**config.mk**
```make
export PLATFORM = sky130hd
export DESIGN_NAME = tick_timer_flat
export DESIGN_NICKNAME = d
export VERILOG_FILES = /design/src/rtl/tick_timer_if.sv /design/src/rtl/tick_timer.sv /design/src/flat_wrapper.sv
export SDC_FILE = /design/constraint.sdc
export NUM_CORES = 1
export LEC_CHECK = 0
export BUFFER_PORTS_ARGS = -buffer_cell sky130_fd_sc_hd__buf_2
export CAP_MARGIN = 20
export CELL_PAD_IN_SITES_DETAIL_PLACEMENT = 0
export CELL_PAD_IN_SITES_GLOBAL_PLACEMENT = 2
export CORE_UTILIZATION = 32
export DETAILED_ROUTE_END_ITERATION = 10
export HOLD_SLACK_MARGIN = 0.06
export PLACE_DENSITY = 0.88
export SYNTH_ARGS = -nofsm -noshare
export SYNTH_HDL_FRONTEND = slang
export SYNTH_SLANG_ARGS = --single-unit
```
**constraint.sdc**
```tcl
create_clock -name clk -period 4 [get_ports clk]
set_input_delay 0.2 -clock clk [delete_from_list [all_inputs] [get_ports clk]]
set_output_delay 0.2 -clock clk [all_outputs]
set_load 0.01 [all_outputs]
```
**src/rtl/tick_timer_if.sv**
```systemverilog
// Bundles the divided-clock inputs, countdown control and timer status of tick_timer.
// The master side drives the divided clocks and controls; the slave side is the timer.
interface tick_timer_if #(
    parameter int N_DIV = 3,
    parameter int CNT_W = 8
);
    logic [N_DIV-1:0] div_in;
    logic             start;
    logic             pause;
    logic [CNT_W-1:0] load_val;
    logic [N_DIV-1:0] tick;
    logic [CNT_W-1:0] count;
    logic             running;
    logic             done;
    logic             expired;

    modport master (
        output div_in, start, pause, load_val,
        input  tick, count, running, done, expired
    );

    modport slave (
        input  div_in, start, pause, load_val,
        output tick, count, running, done, expired
    );
endinterface

```
**src/rtl/tick_timer.sv**
```systemverilog
// Re-times divided square-wave clocks into single-cycle tick enables and runs a
// loadable countdown that decrements on the selected tick.
module tick_timer #(
    parameter int N_DIV     = 3,
    parameter int CNT_W     = 8,
    parameter int TIMER_SEL = 0
) (
    input  logic         clk,
    input  logic         rst,
    tick_timer_if.slave  bus
);
    typedef enum logic [1:0] {
        ST_IDLE   = 2'd0,
        ST_RUN    = 2'd1,
        ST_PAUSED = 2'd2,
        ST_DONE   = 2'd3
    } state_t;

    logic [N_DIV-1:0] s1_q, s2_q, s3_q, tick_q;
    state_t           state_q, state_d;
    logic [CNT_W-1:0] count_q, count_d;
    logic             done_q, done_d;
    logic             running_q, expired_q;

    // Synchronizer chain and rising-edge detect; chain resets high so a div_in
    // already high at reset release is not mistaken for a rising edge.
    always_ff @(posedge clk) begin
        if (rst) begin
            s1_q   <= {N_DIV{1'b1}};
            s2_q   <= {N_DIV{1'b1}};
            s3_q   <= {N_DIV{1'b1}};
            tick_q <= {N_DIV{1'b0}};
        end else begin
            s1_q   <= bus.div_in;
            s2_q   <= s1_q;
            s3_q   <= s2_q;
            tick_q <= s2_q & ~s3_q;
        end
    end

    // Countdown next-state: start overrides pause, pause overrides tick.
    always_comb begin
        state_d = state_q;
        count_d = count_q;
        done_d  = 1'b0;
        if (bus.start) begin
            if (bus.load_val != {CNT_W{1'b0}}) begin
                count_d = bus.load_val;
                state_d = ST_RUN;
            end else begin
                count_d = {CNT_W{1'b0}};
                state_d = ST_DONE;
                done_d  = 1'b1;
            end
        end else begin
            case (state_q)
                ST_IDLE: begin
                    state_d = ST_IDLE;
                end
                ST_RUN: begin
                    if (bus.pause) begin
                        state_d = ST_PAUSED;
                    end else if (tick_q[TIMER_SEL]) begin
                        if (count_q > CNT_W'(1)) begin
                            count_d = count_q - CNT_W'(1);
                        end else begin
                            count_d = {CNT_W{1'b0}};
                            state_d = ST_DONE;
                            done_d  = 1'b1;
                        end
                    end else begin
                        state_d = ST_RUN;
                    end
                end
                ST_PAUSED: begin
                    if (bus.pause) begin
                        state_d = ST_PAUSED;
                    end else begin
                        state_d = ST_RUN;
                    end
                end
                ST_DONE: begin
                    count_d = {CNT_W{1'b0}};
                end
                default: begin
                    state_d = ST_IDLE;
                    count_d = {CNT_W{1'b0}};
                end
            endcase
        end
    end

    // State, count and registered status flags.
    always_ff @(posedge clk) begin
        if (rst) begin
            state_q   <= ST_IDLE;
            count_q   <= {CNT_W{1'b0}};
            done_q    <= 1'b0;
            running_q <= 1'b0;
            expired_q <= 1'b0;
        end else begin
            state_q   <= state_d;
            count_q   <= count_d;
            done_q    <= done_d;
            running_q <= (state_d == ST_RUN);
            expired_q <= (state_d == ST_DONE);
        end
    end

    assign bus.tick    = tick_q;
    assign bus.count   = count_q;
    assign bus.running = running_q;
    assign bus.done    = done_q;
    assign bus.expired = expired_q;
endmodule

```
**src/flat_wrapper.sv**
```systemverilog
// flat-port wrapper written by rule: the top's interface ports become plain ports
module tick_timer_flat 
#(
    parameter int N_DIV     = 3,
    parameter int CNT_W     = 8,
    parameter int TIMER_SEL = 0
)
  (clk, rst, bus_div_in, bus_start, bus_pause, bus_load_val, bus_tick, bus_count, bus_running, bus_done, bus_expired);
  tick_timer_if #(.N_DIV(N_DIV), .CNT_W(CNT_W)) bus_i ();
  input  logic clk;
  input  logic rst;
  input wire logic [$bits(bus_i.div_in)-1:0] bus_div_in;
  input wire logic [$bits(bus_i.start)-1:0] bus_start;
  input wire logic [$bits(bus_i.pause)-1:0] bus_pause;
  input wire logic [$bits(bus_i.load_val)-1:0] bus_load_val;
  output wire logic [$bits(bus_i.tick)-1:0] bus_tick;
  output wire logic [$bits(bus_i.count)-1:0] bus_count;
  output wire logic [$bits(bus_i.running)-1:0] bus_running;
  output wire logic [$bits(bus_i.done)-1:0] bus_done;
  output wire logic [$bits(bus_i.expired)-1:0] bus_expired;
  assign bus_i.div_in = bus_div_in;
  assign bus_i.start = bus_start;
  assign bus_i.pause = bus_pause;
  assign bus_i.load_val = bus_load_val;
  assign bus_tick = bus_i.tick;
  assign bus_count = bus_i.count;
  assign bus_running = bus_i.running;
  assign bus_done = bus_i.done;
  assign bus_expired = bus_i.expired;
  tick_timer #(.N_DIV(N_DIV), .CNT_W(CNT_W), .TIMER_SEL(TIMER_SEL)) u_core (.clk(clk), .rst(rst), .bus(bus_i));
endmodule
```
==> Yosys cells after proc, flatten, opt, wreduce, memory -nomap -nowiden <==
Index checks and enable logic that the tools add are counted.
{ "word_totals": {"reg_bits": 25, "word_cells": 43, "out_inout_bits": 14, "in_bits": 15} }
{ "classes": {"addsub": 1, "muxes": 19, "eq_ne": 7, "n_reduce_logical": 4, "order_cmp": 1, "n_bitwise": 2} }
{ "op_table": {"columns": ["cell", "count"], "rows": [
  ["two-way mux 8 bit", 5],
  ["case mux 8 bit (2 select lines)", 1],
  ["two-way mux 2 bit", 6],
  ["> comparator 8 x 1 -> 1 bit, second input constant", 1],
  ["nonzero test 8 bit", 1],
  ["subtractor 8 x 1 -> 8 bit, second input constant", 1],
  ["== test 2 bit, second input constant", 3],
  ["two-way mux 1 bit", 6],
  ["case mux 2 bit (3 select lines)", 1],
  ["== test 2 x 1 -> 1 bit, second input constant", 2],
  ["AND 3 bit", 1],
  ["inequality test 3 x 2 -> 1 bit, second input constant", 1],
  ["inequality test 3 bit, second input constant", 1],
  ["inverter 3 bit", 1],
  ["AND reduction 3 bit", 1],
  ["nonzero test 3 bit", 1],
  ["logical NOT 2 bit", 1]
]} }

==> Depth between registers and ports, before layout <==
Gate-level depths: netlist (run 1).
{ "logic_depth": {"depth_word": 7, "mapped_depth": 6, "mapped_depth_nobuf": 6} }

==> Least setup slack after synthesis (run 1) <==
No wires, ideal clock.
{ "synth_timing": {"path_type": "register -> register", "from": "reg u_core.count_q[0] (netlist: u_core.bus.count[0])", "to": "reg u_core.count_q[2] (netlist: u_core.bus.count[2])", "period_less_slack_ns": 1.668, "stages_incl_launch_ff": 6, "required_time_ns": 3.899, "arrival_ns": 1.567, "setup_slack_ns": 2.332, "path_cell_list": "dfxtp_1 > inv_1 > ha_1 > or2_2 > and3_1 > o41ai_1"} }
{ "synth_between": {"elab_chain_len": 6, "word_cells_on_any_way": 7, "classes_between": "add/sub (1); order compare (1); mux (5)"} }
{ "synth_lines": {"columns": ["element", "line_no", "text"], "rows": [
  ["start: declaration", "tick_timer.sv:21", "logic [CNT_W-1:0] count_q, count_d;"],
  ["start signal: assignment", "tick_timer.sv:97", "count_q <= {CNT_W{1'b0}};"],
  ["start signal: assignment", "tick_timer.sv:103", "count_q <= count_d;"],
  ["subtractor 8 x 1 -> 8 bit or > comparator 8 x 1 -> 1 bit (tied branches)", "tick_timer.sv:65, tick_timer.sv:64", null],
  ["two-way mux 8 bit (*)", "tick_timer.sv:64", "if (count_q > CNT_W'(1)) begin"],
  ["two-way mux 8 bit (*)", "tick_timer.sv:63", "end else if (tick_q[TIMER_SEL]) begin"],
  ["two-way mux 8 bit (*)", "tick_timer.sv:61", "if (bus.pause) begin"],
  ["case mux 8 bit (2 select lines) (*)", "tick_timer.sv:56", "case (state_q)"],
  ["two-way mux 8 bit (*)", "tick_timer.sv:46", "if (bus.start) begin"]
]} }
Every way passes the cells marked *; elsewhere a longest branch is shown, timed or not. The select of a mux whose other input is x is not followed.
A chain may end at the register's enable or synchronous reset.

==> Worst setup path after layout (run 1) <==
Ends and elaborated chain as after synthesis.

==> flow_summary.yaml, run 1 <==
outcome:
  status: "complete, no violations"
critical_path:
  crit_fanout: 7
  startpoint: "u_core.bus.count[0]"
  timing.rr.start: "u_core.bus.count[0]"
  critPathArrivalTime_ns: 2.04
  startpoint_type: "flop"
  worstPathCellList: "inv_1 -> ha_1 -> or2_2 -> and3_1 -> o41ai_1"
  path_buf_inv: 1
  slowest_delay_ns: 0.49
  path_class: "flop to flop"
  worst-endpoint-required_ns: 4.22
  slowest_stage: "dfxtp_1"
  critical_path.top_delay_family: "simple AND/OR/NAND/NOR gates"
  worst_setup_path_end_kind: "flop"
cts:
  postCtsSetupBuffers: 0
  clkLatencyLatePin_ns: 0.31
  cts_max_level: 1
  cts_buffers: 3
  cts_num_sinks: 25
  clk_pin_slew_ns: 0.13
  cts_max_path_buffers: 2
  root_buffer: "clkbuf_4"
  cts_tree: "built"
global_routing:
  use_met3: 0.02165
  grt_pass1_vias: 935
  grt_use_total: 0.1539
  grt.overflow.total: 0
  grt_max_degree: 26
  use_met1: 0.1792
  busiest_layer: "met2"
  grt_first_pass_wirelength_um: 4098
  antenna_found_initial: 0
  use_met2: 0.2684
floorplan:
  io_pins: 29
  start_util: 0.3472
  core-area_um2: 3128
  die_x_um: 60.26
  dieHeight_um: 60.26
  dieArea_um2: 3631
  rows: 20
synthesis:
  synthTopCellsByArea: "dfxtp_1 46%, or2_2 5.8%, a22oi_1 4.1%"
  yosysSeqAreaShare: 0.4608
  synth_area_um2: 1086
  synthTopCellsByCount: "25 x dfxtp_1, 10 x or2_2, 8 x a21oi_1, 8 x nand2_1, 7 x nor2_1"
  async_flop_share: 0
  synth_top_cell_area_share: 0.4608
  synth_cells: 113
  synth_nets: 130
  avgSynthCellArea_um2: 9.611
  synth-edff-count: 0
  synth_area_leader_cell: "dfxtp_1"
  ys.flop_type: "dfxtp_1"
  yosysMostFrequentCell: "dfxtp_1"
  ys_types: 36
  yosysWarnings: 0
  ys_ff_latch: 25
sta:
  grt_setup_unrepaired: "no"
  drv_slew: 0
  min_period_over_period: 0.4545
  tightest_slew_ns: 0.5073
  relSlewSlack: 0.6599
  finalSetupTns_ns: 0
  hold_violations: 0
  setup_viol: 0
  period_minus_slack_ns: 1.818
  fin_worst_skew_ns: 0.002883
  fmax_mhz: 550.1
place:
  place_hpwl_um: 1818
  place_congestion: 0.8153
  io_buffers: 28
min_path:
  min_path_type: "input pin to flop"
  min_from: "bus_load_val[5]"
power:
  finalPower_w: 0.0004635
  p_leak_nw: 0.5514
  p_per_area_nw_per_um2: 349.5
  ir_drop_mv: 0.1447
run:
  drv_cap: 0
drt:
  avgViaCountPerCell: 5.090
  drtIter0Drc: 42
  drc: 0
  postRouteAntennaNets: 0
  avgRoutedWirePerCell_um: 13.17
  vias: 962
  first_pass_iters: 4
  wl_um: 2489
cells_and_area:
  final_layout_size_suffix_gt1_frac: 0.3310
  final_nets: 163
  syn2layout_area_growth_pct: 22.12
  diodes: 0
  nFillCells: 342
## metrics by stage
stage	hold slack (ns)	setup slack, ns	area, µm²	util	cells
after floorplan	0.3038	2.332	1086	-	113
final	0.1574	2.182	1326	0.4240	189
after global routing	0.1453	2.049	1326	0.4240	189
after CTS	0.1442	2.211	1326	0.4240	189
after global placement	0.3802	2.337	1270	0.4060	182
after detailed placement	0.3836	2.242	1270	0.4060	182
## layer usage
metal | part of all wire | vias to the layer above | routed length [µm]
met5 | 0 | - | 0
met4 | 0.022 | 0 | 56
met3 | 0.062 | 6 | 154
met2 | 0.46 | 35 | 1141
met1 | 0.46 | 445 | 1137
li1 | - | 476 | -
## worst reg2reg max path, delay by kind of cell (launching register included)
kind,cells,cell delay [ns]
AOI/OAI and AO/OA,1,0.28
and+or+nand+nor,2,0.59
adders and majority gates,1,0.27
DFF,1,0.49
buffers and inverters,1,0.11
## layout make-up
type | instances | area (µm²) | share of cell area
Multi-Input combinational cell | 82 | 563.0 | 0.4245
Sequential cell | 25 | 500.5 | 0.3774
Timing Repair Buffer | 31 | 170.2 | 0.1283
Tap cell | 44 | 55.05 | 0.04151
Clock buffer | 4 | 26.28 | 0.01981
Inverter | 3 | 11.26 | 0.008491
## timing repair
action | CTS | global route
hold buffers | 3 | 0
hold endpoints to repair | 3 | 0
gates resized for setup | 0 | 0
endpoints found under the setup margin | 0 | 0
## flip-flops by register name, summed over array words and instances (netlist names)
register and flops:
u_core.state_q 2, u_core.s1_q 3, u_core.bus.tick 3, u_core.bus.running 1, u_core.s2_q 3, u_core.bus.done 1
u_core.s3_q 3, u_core.bus.expired 1, u_core.bus.count 8
## power breakdown
group	total, W	switching, W	internal, W
logic	0.0000793	0.0000400	0.0000393
registers	0.000273	0.0000133	0.000260
clock network	0.000111	0.0000720	0.0000389
total	0.000464	0.000125	0.000338
## cells in the final DEF, fill, tap and decap left out
cell	Yosys	routed
o32ai_2	1	1
or3_1	1	1
nor3b_1	3	3
nand3_2	1	1
nor3_1	5	5
or4_4	1	1
mux2i_1	3	3
nand2_1	8	8
dlygate4sd3_1	0	3
inv_1	3	3
nor2b_1	1	1
buf_2	0	28
and2_1	1	1
clkbuf_4	0	3
and3b_1	2	2
o22ai_1	3	3
clkbuf_1	3	1
o21a_1	1	1
or2_2	10	10
a22oi_1	6	6
o311a_1	1	1
a31oi_1	1	1
or3_4	1	1
nor4_1	1	1
nor4bb_1	1	1
o21ai_1	1	1
nor3_2	2	2
nand3_1	1	1
o41ai_1	1	1
nor2_1	7	7
ha_1	2	2
nand3b_1	3	3
o21bai_1	1	1
nand4b_1	1	1
dfxtp_1	25	25
and3_1	1	1
a21oi_1	8	8
nor4_4	1	1
o31ai_1	1	1
## final timing paths
kind                                             to  slack, ns  cells after the start
worst min register to register   u_core.bus.tick[0]       0.40                      1
worst max register to register  u_core.bus.count[2]       2.18                      5
worst max-delay path            u_core.bus.count[2]       2.18                      5
worst min-delay path            u_core.bus.count[5]       0.16                      3
## logic make-up after synthesis
logic type / share of synthesized area
AO/OA/AOI/OAI: 0.1590
multiplexers: 0.02765
adder cells (fa/ha/maj): 0.02304
buffers and inverters: 0.02074
flip-flops: 0.4608
AND/OR/NAND/NOR: 0.3088
No activity file was read; power rests on OpenSTA's default activity.
==> inputs of run 2 (changes only) <==
ABC_AREA = 1   (was not set)
CORE_UTILIZATION = 26   (was 32)
PLACE_DENSITY = 0.81   (was 0.88)
clock period = 1.5 ns   (was 4 ns; I/O delays follow)
==> run 2 against run 1 <==
Net effect: core utilization down 9.0 points; die area up 33%; design area up 9.8%; synthesized cell count increased by 35%.
==> flow_summary.yaml, run 2 <==
critical_path:
  critPathArrivalTime_ns: 1.61
  timing.rr.start: "u_core.bus.count[1]"
  crit_fanout: 4
  path_class: "flop to flop"
  worstPathCellList: "inv_1 -> ha_1 -> o21ai_2 -> nor2_4 -> nor3_4 -> nand2_1 -> a21oi_2"
  reg2reg_depth: 7
  worst-endpoint-required_ns: 1.71
  worst_setup_path_end_kind: "flop"
  timing.reg2reg.setup_slack_ns: 0.1
  slowest_delay_ns: 0.34
  path_buf_inv: 1
  slowest_stage: "dfxtp_2"
  critical_path.top_delay_family: "simple AND/OR/NAND/NOR gates"
  r2r_end: "u_core.bus.count[1]"
  startpoint_type: "flop"
sta:
  relSlewSlack: 0.7206
  drv_slew: 0
  hold_violations: 0
  fmax_mhz: 712.4
  tightest_slew_ns: 0.4190
  min_period_over_period: 0.9357
  period_minus_slack_ns: 1.404
  setup_ws_ns: 0.09638
  grt_setup_unrepaired: "no"
  setup_viol: 0
  fin_worst_skew_ns: 0.008497
  finalSetupTns_ns: 0
power:
  ir_drop_mv: 0.3857
  comb_power_share: 0.194
  pwr-share-clk: 0.291
  finalPower_w: 0.001395
  swShare: 0.2890
  p_leak_nw: 0.6931
  p_per_area_nw_per_um2: 958.0
  seqPwrFrac: 0.515
  net-switching-power_w: 0.0004032
  p_int_w: 0.0009921
synthesis:
  synth-edff-count: 0
  synthTopCellsByArea: "dfxtp_1 42%, nand2_1 7.6%, inv_1 6.0%"
  synth_top_cell_area_share: 0.4237
  synth_area_um2: 1181
  ys.flop_type: "dfxtp_1"
  synthTopCellsByCount: "25 x dfxtp_1, 24 x nand2_1, 19 x inv_1"
  synth_cells: 152
  synth_nets: 169
  yosysSeqAreaShare: 0.4237
  yosysWarnings: 0
  ys_types: 27
  avgSynthCellArea_um2: 7.771
  synth_area_leader_cell: "dfxtp_1"
  yosysMostFrequentCell: "dfxtp_1"
  ys_ff_latch: 25
  async_flop_share: 0
run:
  drv_cap: 0
cts:
  root_buffer: "clkbuf_8"
  cts_num_sinks: 25
  cts_max_level: 1
  cts_tree: "built"
  clkLatencyLatePin_ns: 0.27
  cts_max_path_buffers: 2
  clk_pin_slew_ns: 0.09
  cts_buffers: 3
floorplan:
  core-area_um2: 4354
  dieHeight_um: 69.40
  die_x_um: 69.40
  rows: 24
  dieArea_um2: 4816
  start_util: 0.2713
  io_pins: 29
place:
  place_congestion: 0.7638
  place_hpwl_um: 1979
  io_buffers: 28
  post-place-ws_ns: 0.01255
cells_and_area:
  syn2layout_area_growth_pct: 23.31
  diodes: 0
  layout_commonest_cell: "buf_2"
  final_nets: 202
  largest_reg_flops: 8
  final_layout_size_suffix_gt1_frac: 0.3533
  nFillCells: 471
  layout_common_cells: "28 x buf_2, 24 x nand2_1, 23 x dfxtp_1"
global_routing:
  grt_max_degree: 22
  antenna_found_initial: 0
  grt_first_pass_wirelength_um: 4257
  grt_pass1_vias: 968
  grt_use_total: 0.1114
  grt.overflow.total: 0
outcome:
  status: "complete, no violations"
min_path:
  worstHoldPathCells: 5
  min_from: "bus_load_val[4]"
  worstHoldEndpoint: "u_core.bus.count[4]"
  min_path_type: "input pin to flop"
drt:
  vias: 1021
  drtIter0Drc: 26
  drc: 0
  first_pass_iters: 4
  postRouteAntennaNets: 0
  avgViaCountPerCell: 4.326
  wl_um: 2549
  avgRoutedWirePerCell_um: 10.80
==> run 2: cell families (layout without fill, tap and decap cells) <==
group,Yosys count,in the layout,synth area share
compound gates,21,21,0.1017
fa+ha+maj,2,2,0.02118
buf+inv,29,61,0.1070
simple gates,71,71,0.3167
flops,25,25,0.4237
xor+xnor,4,4,0.02966
==> run 2: how the worst max path moves through the flow <==
stage                         from             endpoint  slack (ns)  depth (start not counted)
2_1_floorplan  u_core.bus.count[0]  u_core.bus.count[5]        0.10                          7
3_3_place_gp   u_core.bus.count[0]  u_core.bus.count[7]        0.07                          7
3_5_place_dp   u_core.bus.count[0]  u_core.bus.count[5]        0.01                          7
4_1_cts        u_core.bus.count[0]  u_core.bus.count[5]        0.04                          7
5_1_grt        u_core.bus.count[1]  u_core.bus.count[4]        0.01                          7
6_report       u_core.bus.count[1]  u_core.bus.count[1]         0.1                          7
==> run 2: metal layers <==
metal	global-route usage	vias to the layer above	wire length, µm
li1	-	538	-
met1	0.1467	460	1291
met2	0.1758	19	1113
met3	0.03198	4	107
met4	0.03401	0	36
met5	0	-	0
==> run 2: final cells by class <==
class                           instances  area, µm²  area share
Multi-Input combinational cell         98      565.5      0.3883
Sequential cell                        25      503.0      0.3454
Timing Repair Buffer                   32      177.7      0.1220
Inverter                               25      96.34     0.06615
Tap cell                               52      65.06     0.04467
Clock buffer                            3      41.29     0.02835
Clock inverter                          1      7.507    0.005155
==> run 2: worst min-delay path, cell delays in order <==
cell	delay, ns
buf_2	0.09
nand2_1	0.04
o21ai_0	0.07
a21oi_1	0.04
nor2_1	0.07
==> run 2: power by group through the flow <==
stage	clock network, W	registers [W]	logic (W)
after floorplan	0	0.000739	0.000177
after global placement	0	0.000734	0.000264
after detailed placement	0	0.000733	0.000260
after CTS	0.000424	0.000718	0.000269
after global routing	0.000450	0.000723	0.000305
final	0.000406	0.000718	0.000271
==> run 2: through the flow <==
stage / util / hold slack, ns / instance area (µm²) / std cells
2_1_floorplan: - / 0.1788 / 1181 / 152
3_3_place_gp: 0.3132 / 0.2559 / 1364 / 229
3_5_place_dp: 0.3132 / 0.2590 / 1364 / 229
4_1_cts: 0.3322 / 0.1333 / 1446 / 236
5_1_grt: 0.3345 / 0.1607 / 1456 / 236
6_report: 0.3345 / 0.1385 / 1456 / 236
==> run 2: timing repair <==
action,CTS,global route
gates resized for setup,1,4
endpoints found under the setup margin,1,8
pin swaps,0,2
buffers inserted,0,0
hold buffers,3,0
endpoints found under the hold margin,3,0
